$ cat src/rtl/fifo_pkt_framer.sv
// fifo_pkt_framer: drains a registered-read FIFO into framed packets.
// Frame = SYNC, LEN, PKT_LEN payload bytes, 8-bit additive checksum.
module fifo_pkt_framer #(
    parameter int         DATA_W  = 8,
    parameter int         PKT_LEN = 4,
    parameter logic [7:0] SYNC    = 8'hA5
) (
    input  logic              clk,
    input  logic              rst,
    input  logic              fifo_empty,
    output logic              fifo_rinc,
    input  logic [DATA_W-1:0] fifo_rdata,
    output logic              m_valid,
    input  logic              m_ready,
    output logic [DATA_W-1:0] m_data,
    output logic              m_last,
    output logic              busy,
    output logic [15:0]       frame_cnt
);
    typedef enum logic [2:0] {
        IDLE, HDR, LEN, PAY, CSUM
    } state_t;

    localparam logic [7:0] PLEN = 8'(PKT_LEN);

    state_t            state;
    state_t            state_nx;
    logic [7:0]        reads_left;
    logic [7:0]        pay_left;
    logic [DATA_W-1:0] csum;
    logic [DATA_W-1:0] buf0;
    logic [DATA_W-1:0] buf1;
    logic [1:0]        cnt;
    logic              pending;
    logic              accept;
    logic              pop;
    logic              start;
    logic              rd_state;
    logic [2:0]        occ;

    assign accept   = m_valid && m_ready;
    assign pop      = accept && (state == PAY);
    assign busy     = (state != IDLE);
    assign rd_state = (state == HDR) || (state == LEN) || (state == PAY);
    assign start    = !fifo_empty &&
                      ((state == IDLE) || ((state == CSUM) && accept));

    // Occupancy after this cycle's pop, counting the byte still in flight.
    assign occ = {1'b0, cnt} + {2'b00, pending} - {2'b00, pop};

    assign fifo_rinc = rd_state && !fifo_empty &&
                       (reads_left != 8'd0) && (occ < 3'd2);

    always_ff @(posedge clk or posedge rst) begin
        if (rst) begin
            state <= IDLE;
        end else begin
            state <= state_nx;
        end
    end

    always_comb begin
        state_nx = state;
        unique case (state)
            IDLE: if (!fifo_empty) state_nx = HDR;
            HDR:  if (accept) state_nx = LEN;
            LEN:  if (accept) state_nx = PAY;
            PAY:  if (pop && (pay_left == 8'd1)) state_nx = CSUM;
            CSUM: if (accept) state_nx = fifo_empty ? IDLE : HDR;
            default: state_nx = IDLE;
        endcase
    end

    always_comb begin
        m_valid = 1'b0;
        m_data  = '0;
        m_last  = 1'b0;
        unique case (state)
            HDR: begin
                m_valid = 1'b1;
                m_data  = SYNC;
            end
            LEN: begin
                m_valid = 1'b1;
                m_data  = PLEN;
            end
            PAY: begin
                m_valid = (cnt != 2'd0);
                m_data  = buf0;
            end
            CSUM: begin
                m_valid = 1'b1;
                m_data  = csum;
                m_last  = 1'b1;
            end
            default: ;
        endcase
    end

    always_ff @(posedge clk or posedge rst) begin
        if (rst) begin
            reads_left <= '0;
            pay_left   <= '0;
            csum       <= '0;
            pending    <= 1'b0;
            frame_cnt  <= '0;
        end else begin
            pending <= fifo_rinc;
            if (start) begin
                reads_left <= PLEN;
                pay_left   <= PLEN;
                csum       <= '0;
            end else begin
                if (fifo_rinc) reads_left <= reads_left - 8'd1;
                if (pop) begin
                    pay_left <= pay_left - 8'd1;
                    csum     <= csum + buf0;
                end
            end
            if (accept && (state == CSUM)) frame_cnt <= frame_cnt + 16'd1;
        end
    end

    // Two-entry skid buffer, buf0 is always the head.
    always_ff @(posedge clk or posedge rst) begin
        if (rst) begin
            buf0 <= '0;
            buf1 <= '0;
            cnt  <= '0;
        end else begin
            unique case ({pending, pop})
                2'b10: begin
                    if (cnt == 2'd0) buf0 <= fifo_rdata;
                    else             buf1 <= fifo_rdata;
                    cnt <= cnt + 2'd1;
                end
                2'b01: begin
                    buf0 <= buf1;
                    cnt  <= cnt - 2'd1;
                end
                2'b11: begin
                    if (cnt == 2'd1) begin
                        buf0 <= fifo_rdata;
                    end else begin
                        buf0 <= buf1;
                        buf1 <= fifo_rdata;
                    end
                end
                default: ;
            endcase
        end
    end
endmodule
$ cat config.mk
export PLATFORM = sky130hd
export DESIGN_NAME = fifo_pkt_framer
export DESIGN_NICKNAME = d
export VERILOG_FILES = /design/src/rtl/fifo_pkt_framer.sv
export SDC_FILE = /design/constraint.sdc
export NUM_CORES = 1
export LEC_CHECK = 0
export BUFFER_PORTS_ARGS = -buffer_cell sky130_fd_sc_hd__buf_2
export CORE_ASPECT_RATIO = 0.9
export CORE_MARGIN = 2
export CORE_UTILIZATION = 55
export CTS_CLUSTER_DIAMETER = 100
export DETAILED_ROUTE_END_ITERATION = 10
export PLACE_DENSITY = 0.85
export SLEW_MARGIN = 5
export SYNTH_ARGS = -nofsm -noshare
export SYNTH_HDL_FRONTEND = slang
export SYNTH_SLANG_ARGS = --single-unit
$ cat constraint.sdc
create_clock -name clk -period 7.2 [get_ports clk]
set_input_delay 1.8 -clock clk [delete_from_list [all_inputs] [get_ports clk]]
set_output_delay 1.8 -clock clk [all_outputs]
set_load 0.02 [all_outputs]
* Yosys cells after proc, flatten, opt, wreduce, memory -nomap -nowiden
Cells that the tools add are included.
** Word-level totals
- Bits in read-only memories :: 0
- Logic and storage cells :: 84
- Flip-flop bits (word level) :: 62
- Memories :: 0
- Latch bits :: 0
- Bits in writable memories :: 0
** Cells by class
- Multiply operators :: 0
- Bitwise gates (word level) :: 0
- Order comparisons :: 1
- Eq/ne operators :: 17
- Add/subtract/negate cells :: 8
- Shifts and indexed selects :: 0
- Reductions and logical operators :: 26
- Div/mod/pow operators :: 0
- Multiplexer cells :: 23
** Operator list (number)
- 2-to-1 mux 8 bit :: 10
- one-hot mux 8 bit (4 select lines) :: 1
- one-hot mux 8 bit (3 select lines) :: 1
- adder 16 x 1 -> 16 bit (second input constant) :: 1
- one-hot mux 8 bit (2 select lines) :: 1
- subtractor 8 x 1 -> 8 bit (second input constant) :: 2
- 2-to-1 mux 3 bit :: 5
- one-hot mux 3 bit (5 select lines) :: 1
- != test 2 bit (second input constant) :: 7
- nonzero test 2 bit :: 5
- adder 8 bit :: 1
- == test 8 x 1 -> 1 bit (second input constant) :: 1
- logical AND 1 bit :: 8
- nonzero test 8 bit :: 1
- == test 3 x 2 -> 1 bit (second input constant) :: 2
- nonzero test 3 bit :: 2
- AND reduction 5 bit :: 1
- == test 2 x 1 -> 1 bit (second input constant) :: 2
- == test 2 bit (second input constant) :: 2
- one-hot mux 2 bit (2 select lines) :: 1
- adder 2 x 1 -> 3 bit :: 1
- == test 3 x 1 -> 1 bit (second input constant) :: 1
- == test 3 bit (second input constant) :: 1
- logical NOT 3 bit :: 1
- 13 further kinds :: 16

* Longest topological paths before layout
- Depth after elaboration :: 10
- Gate-level depth with buffers :: 15
- Mapped depth without buffers :: 12

* Least setup slack after synthesis
No wires, ideal clock.
- Path kind :: input to output
- From :: input port m_ready
- To :: output port fifo_rinc
- Arrival time :: 4.574 ns
- Data required time :: 5.400 ns
- Stages :: 12
- Path slack :: 0.826 ns
- Path through :: buf_2 > nand2b_1 > or2_2 > clkbuf_1 > clkbuf_1 > ha_1 > nand2_1 > fa_1 > xor2_1 > or4_1 > clkbuf_1 > nor2_2
** On the way
- Cells in the longest elaborated chain, start to end :: 5
** RTL lines
- start: declaration :: RTL line 14 : input logic m_ready,
- logical AND 1 bit :: RTL line 41 : assign accept = m_valid && m_ready;
- logical AND 1 bit :: RTL line 42 : assign pop = accept && (state == PAY);
- subtractor 3 x 1 -> 3 bit :: RTL line 49 : assign occ = {1'b0, cnt} + {2'b00, pending} - {2'b00, pop};
- < comparator 3 x 2 -> 1 bit :: RTL line 52 : (reads_left != 8'd0) && (occ < 3'd2);
- logical AND 1 bit :: RTL line 52
- end: declaration :: RTL line 11 : output logic fifo_rinc,
No other way between the ends.

* Final worst setup path
Same ends and word-level chain as after synthesis.

==> impl_results.md <==
- Detailed Place HPWL: 4730 um
- Part of the cycle the worst path needs: 91.8%
- Cell Area, Synth: 0.00336 mm^2
- # IOs: 40
- Cell count after synthesis: 336
- Count of hold buffers inserted by post-cts repair: 0
- Gpl congestion: 0.852
- Most used standard cell by instance count after synthesis: sky130_fd_sc_hd__dfrtp_1
- Worst flop-to-flop path endpoint: reads_left[6]
- Maximum number of pins on one net before global-route repair: 63
- FFs w/ async S/R, synth: 100%
- Signal arrival time at the worst endpoint: 4.81 ns
- Clock skew after layout: 0.00922 ns
- Outcome: finished, final reports clean
- Final Hold Viols: 0
- Clk Tree Root Cell: sky130_fd_sc_hd__clkbuf_8
- Number of antenna violations at the first check in global routing: 0
- FF-to-FF path depth: 12
- Initial core utilization: 56.0%
- Fraction of layout instances using a drive strength above 1: 19.2%
- Area of the core: 0.00601 mm^2
- R2R setup slack: 3.30 ns
- Synth cell types: 46
- CTS tree: done
- Fmax: 151 MHz
- Dominant register cell in the synthesized netlist: sky130_fd_sc_hd__dfrtp_1
- Maximum ir drop on the vdd rail: 0.260 mV
- Post-synth EDFFs: 0
- Setup WS post-layout: 0.593 ns
- Required time reported for the critical path endpoint: 5.40 ns
- Worst-path fanout max: 19
- Cell total after placement: 437
- Bufs on Longest Clock Path: 2
- DRC marker count from the first detailed-route iteration: 130
- Number of levels the H-tree was split into: 3
- Detailed-route vias per instance: 5.72
- Crit path time final: 6.61 ns
- Total routing resource utilization after global routing: 21.9%
- Max-cap check violation count: 0
- Number of setup buffers added after CTS: 0
- Die extent in x: 86.4 um
- Synth Net Count: 369
- Routed wirelength normalized by instance count: 14.7 um
- Final design utilization: 64.1%
- Crit-path leading delay family: simple AND/OR/NAND/NOR gates
- Sinks on the clock net: 62
- Measured slew at the worst slew-check pin: 1.23 ns
- Total Routed Length: 6660 um
- Hold WC Path Type: reg -> reg
- Number of antenna cells inserted: 0
- Drt drc: 0
- Net count, final: 409
- Cell area power density: 454 mW/mm^2
- Worst setup path class: in -> out
- Area fraction of the dominant cell type after synthesis: 46.1%
- Buffers plus inverters on the worst setup path: 3
- Number of I/O port buffers: 39
- Layer with the highest usage: met2
- GR Layer Usage met1: 29.1%
- RSZ-0062 raised after global routing: false
- Worst-Skew Late Latency: 0.35 ns
- Vias after detailed routing: 2593
- Die footprint: 0.00676 mm^2
- Crit path launch type: input pin
- Avg Synthesized Cell Area: 10.0 um^2
- Cell breakdown of the critical path: buf_2 > nand2b_1 > or2_2 > clkinv_1 > ha_1 > fa_1 > xor2_1 > or4_1 > nor2_2 > buf_2
- Capture endpoint of the worst hold path: frame_cnt[15]
- Pre-Repair DR Iteration Count: 4
- Dominant cell type by count on the critical path: sky130_fd_sc_hd__buf_2
- R2r startpoint: cnt[1]
- Cell Rows: 27
- Largest cells by area after synthesis: sky130_fd_sc_hd__dfrtp_1 46%, sky130_fd_sc_hd__ha_1 7.1%, sky130_fd_sc_hd__xnor2_1 6.2%, sky130_fd_sc_hd__nand2_1 3.5%, sky130_fd_sc_hd__nor2_1 3.5%
- Pwr Total: 0.00175 W
- Pre-CTS worst setup slack: 0.623 ns
- Number of global-route vias before repair: 2525
- Critical path capture point type: primary output
- Post-CTS resize count: 0
- Vert. Die Dim: 78.2 um
- Fraction of met2 tracks used by global routing: 33.0%
- P_leak: 1.85 nW
- Most frequent cells after synthesis: 62 x sky130_fd_sc_hd__dfrtp_1, 31 x sky130_fd_sc_hd__nand2_1, 31 x sky130_fd_sc_hd__nor2_1
- DRT antenna net count: 0
- Post-synthesis sequential area ratio: 46.1%
- Clock transition at the registers of the reported paths: 0.07 ns
- Library cell occupying the most area in the post-synthesis netlist: sky130_fd_sc_hd__dfrtp_1
- Synth-to-Final Area Change: 14.6%
- Final cell count without fillers: 453
- Total setup violations reported at the end of the flow: 0
- Hold wc startpoint: frame_cnt[15]
- Peak per-stage delay on the critical path: 0.57 ns
- Met3 global-route usage: 7.15%
- Count of yosys warnings during synthesis: 0
- Wire length of the first global-routing pass: 11500 um
- Residual overflow from global routing: 0
- Cell type of the slowest stage on the worst timing path: sky130_fd_sc_hd__or4_1
- Max Slew Vio Count: 0
- Total CTS buffers: 9
- Setup TNS Final: 0 ns
- Relative slew slack: 17.2%
- Worst hold path cell count: 1
- Post-synthesis register bit count: 62
-- worst reg2reg max path, delay by kind of cell, from the launching register on --
kind	cells	cell delay, ns
buffers and inverters	2	0.47
xor gates and xnor gates	2	0.34
and+or+nand+nor	5	1.56
adders and majority gates	3	0.93
DFF	1	0.44
-- worst max-delay path by stage --
stage            start  depth (start not counted)         to  slack [ns]
3_3_place_gp   m_ready                         10  fifo_rinc        0.75
6_report       m_ready                         10  fifo_rinc        0.59
5_1_grt        m_ready                         10  fifo_rinc        0.37
3_5_place_dp   m_ready                         10  fifo_rinc        0.62
2_1_floorplan  m_ready                         12  fifo_rinc        0.83
4_1_cts        m_ready                         10  fifo_rinc        0.63
-- through the flow --
| stage | cell area, um^2 | hold slack (ns) |
|---|---|---|
| 5_1_grt | 3850 | 0.493 |
| 4_1_cts | 3850 | 0.471 |
| 3_5_place_dp | 3620 | 0.461 |
| 2_1_floorplan | 3360 | 0.446 |
| 3_3_place_gp | 3620 | 0.454 |
| 6_report | 3850 | 0.466 |
-- state kept, by name, summed over array words and instances (netlist names) --
signal      cells
frame_cnt      16
buf0            8
buf1            8
csum            8
pay_left        8
reads_left      8
state           3
cnt             2
pending         1
-- cell usage in the layout (no fill, tap or decap), types with 6 or more instances in the layout --
cell and count:
sky130_fd_sc_hd__mux2_2 10, sky130_fd_sc_hd__xor2_1 7, sky130_fd_sc_hd__xnor2_1 24, sky130_fd_sc_hd__or4_1 6
sky130_fd_sc_hd__o21ai_0 14, sky130_fd_sc_hd__dfrtp_1 62, sky130_fd_sc_hd__nor3_1 6, sky130_fd_sc_hd__nand4_1 7
sky130_fd_sc_hd__nand2_1 31, sky130_fd_sc_hd__inv_1 14, sky130_fd_sc_hd__a22oi_1 8, sky130_fd_sc_hd__a211oi_1 6
sky130_fd_sc_hd__and3_1 6, sky130_fd_sc_hd__nand3_1 6, sky130_fd_sc_hd__nor2_1 31, sky130_fd_sc_hd__a21oi_1 16
sky130_fd_sc_hd__buf_2 39, sky130_fd_sc_hd__ha_1 19, sky130_fd_sc_hd__a22o_1 6, sky130_fd_sc_hd__nor2b_1 6
sky130_fd_sc_hd__clkbuf_8 12
-- area by class of cell --
class,count,area (um^2)
Fill cell,478,2160
Clock inverter,3,65.1
Sequential cell,62,1550
Multi-Input combinational cell,247,1720
Timing Repair Buffer,40,203
Tap cell,72,90.1
Inverter,16,60.1
Clock buffer,13,169
-- per-layer routing --
metal	routed length, um	part of all wire, %
met5	0	0
met4	123	1.8
met1	3040	46
met2	3110	47
met3	391	5.9
-- kinds of logic after synthesis --
logic type	count (synthesis)	synth area share (%)
xor gates and xnor gates	31	8.07
AOI/OAI and AO/OA	64	12.3
buffers and inverters	27	3.05
adders and majority gates	21	8.26
DFF	62	46.1
muxes	14	4.54
and+or+nand+nor	117	17.7
-- report_power, final --
group          internal [W]  total (W)  switching, W
clock              0.000223   0.000354      0.000131
sequential         0.000477   0.000613      0.000136
combinational      0.000335   0.000783      0.000448
Power figures use the tool's default switching activity.
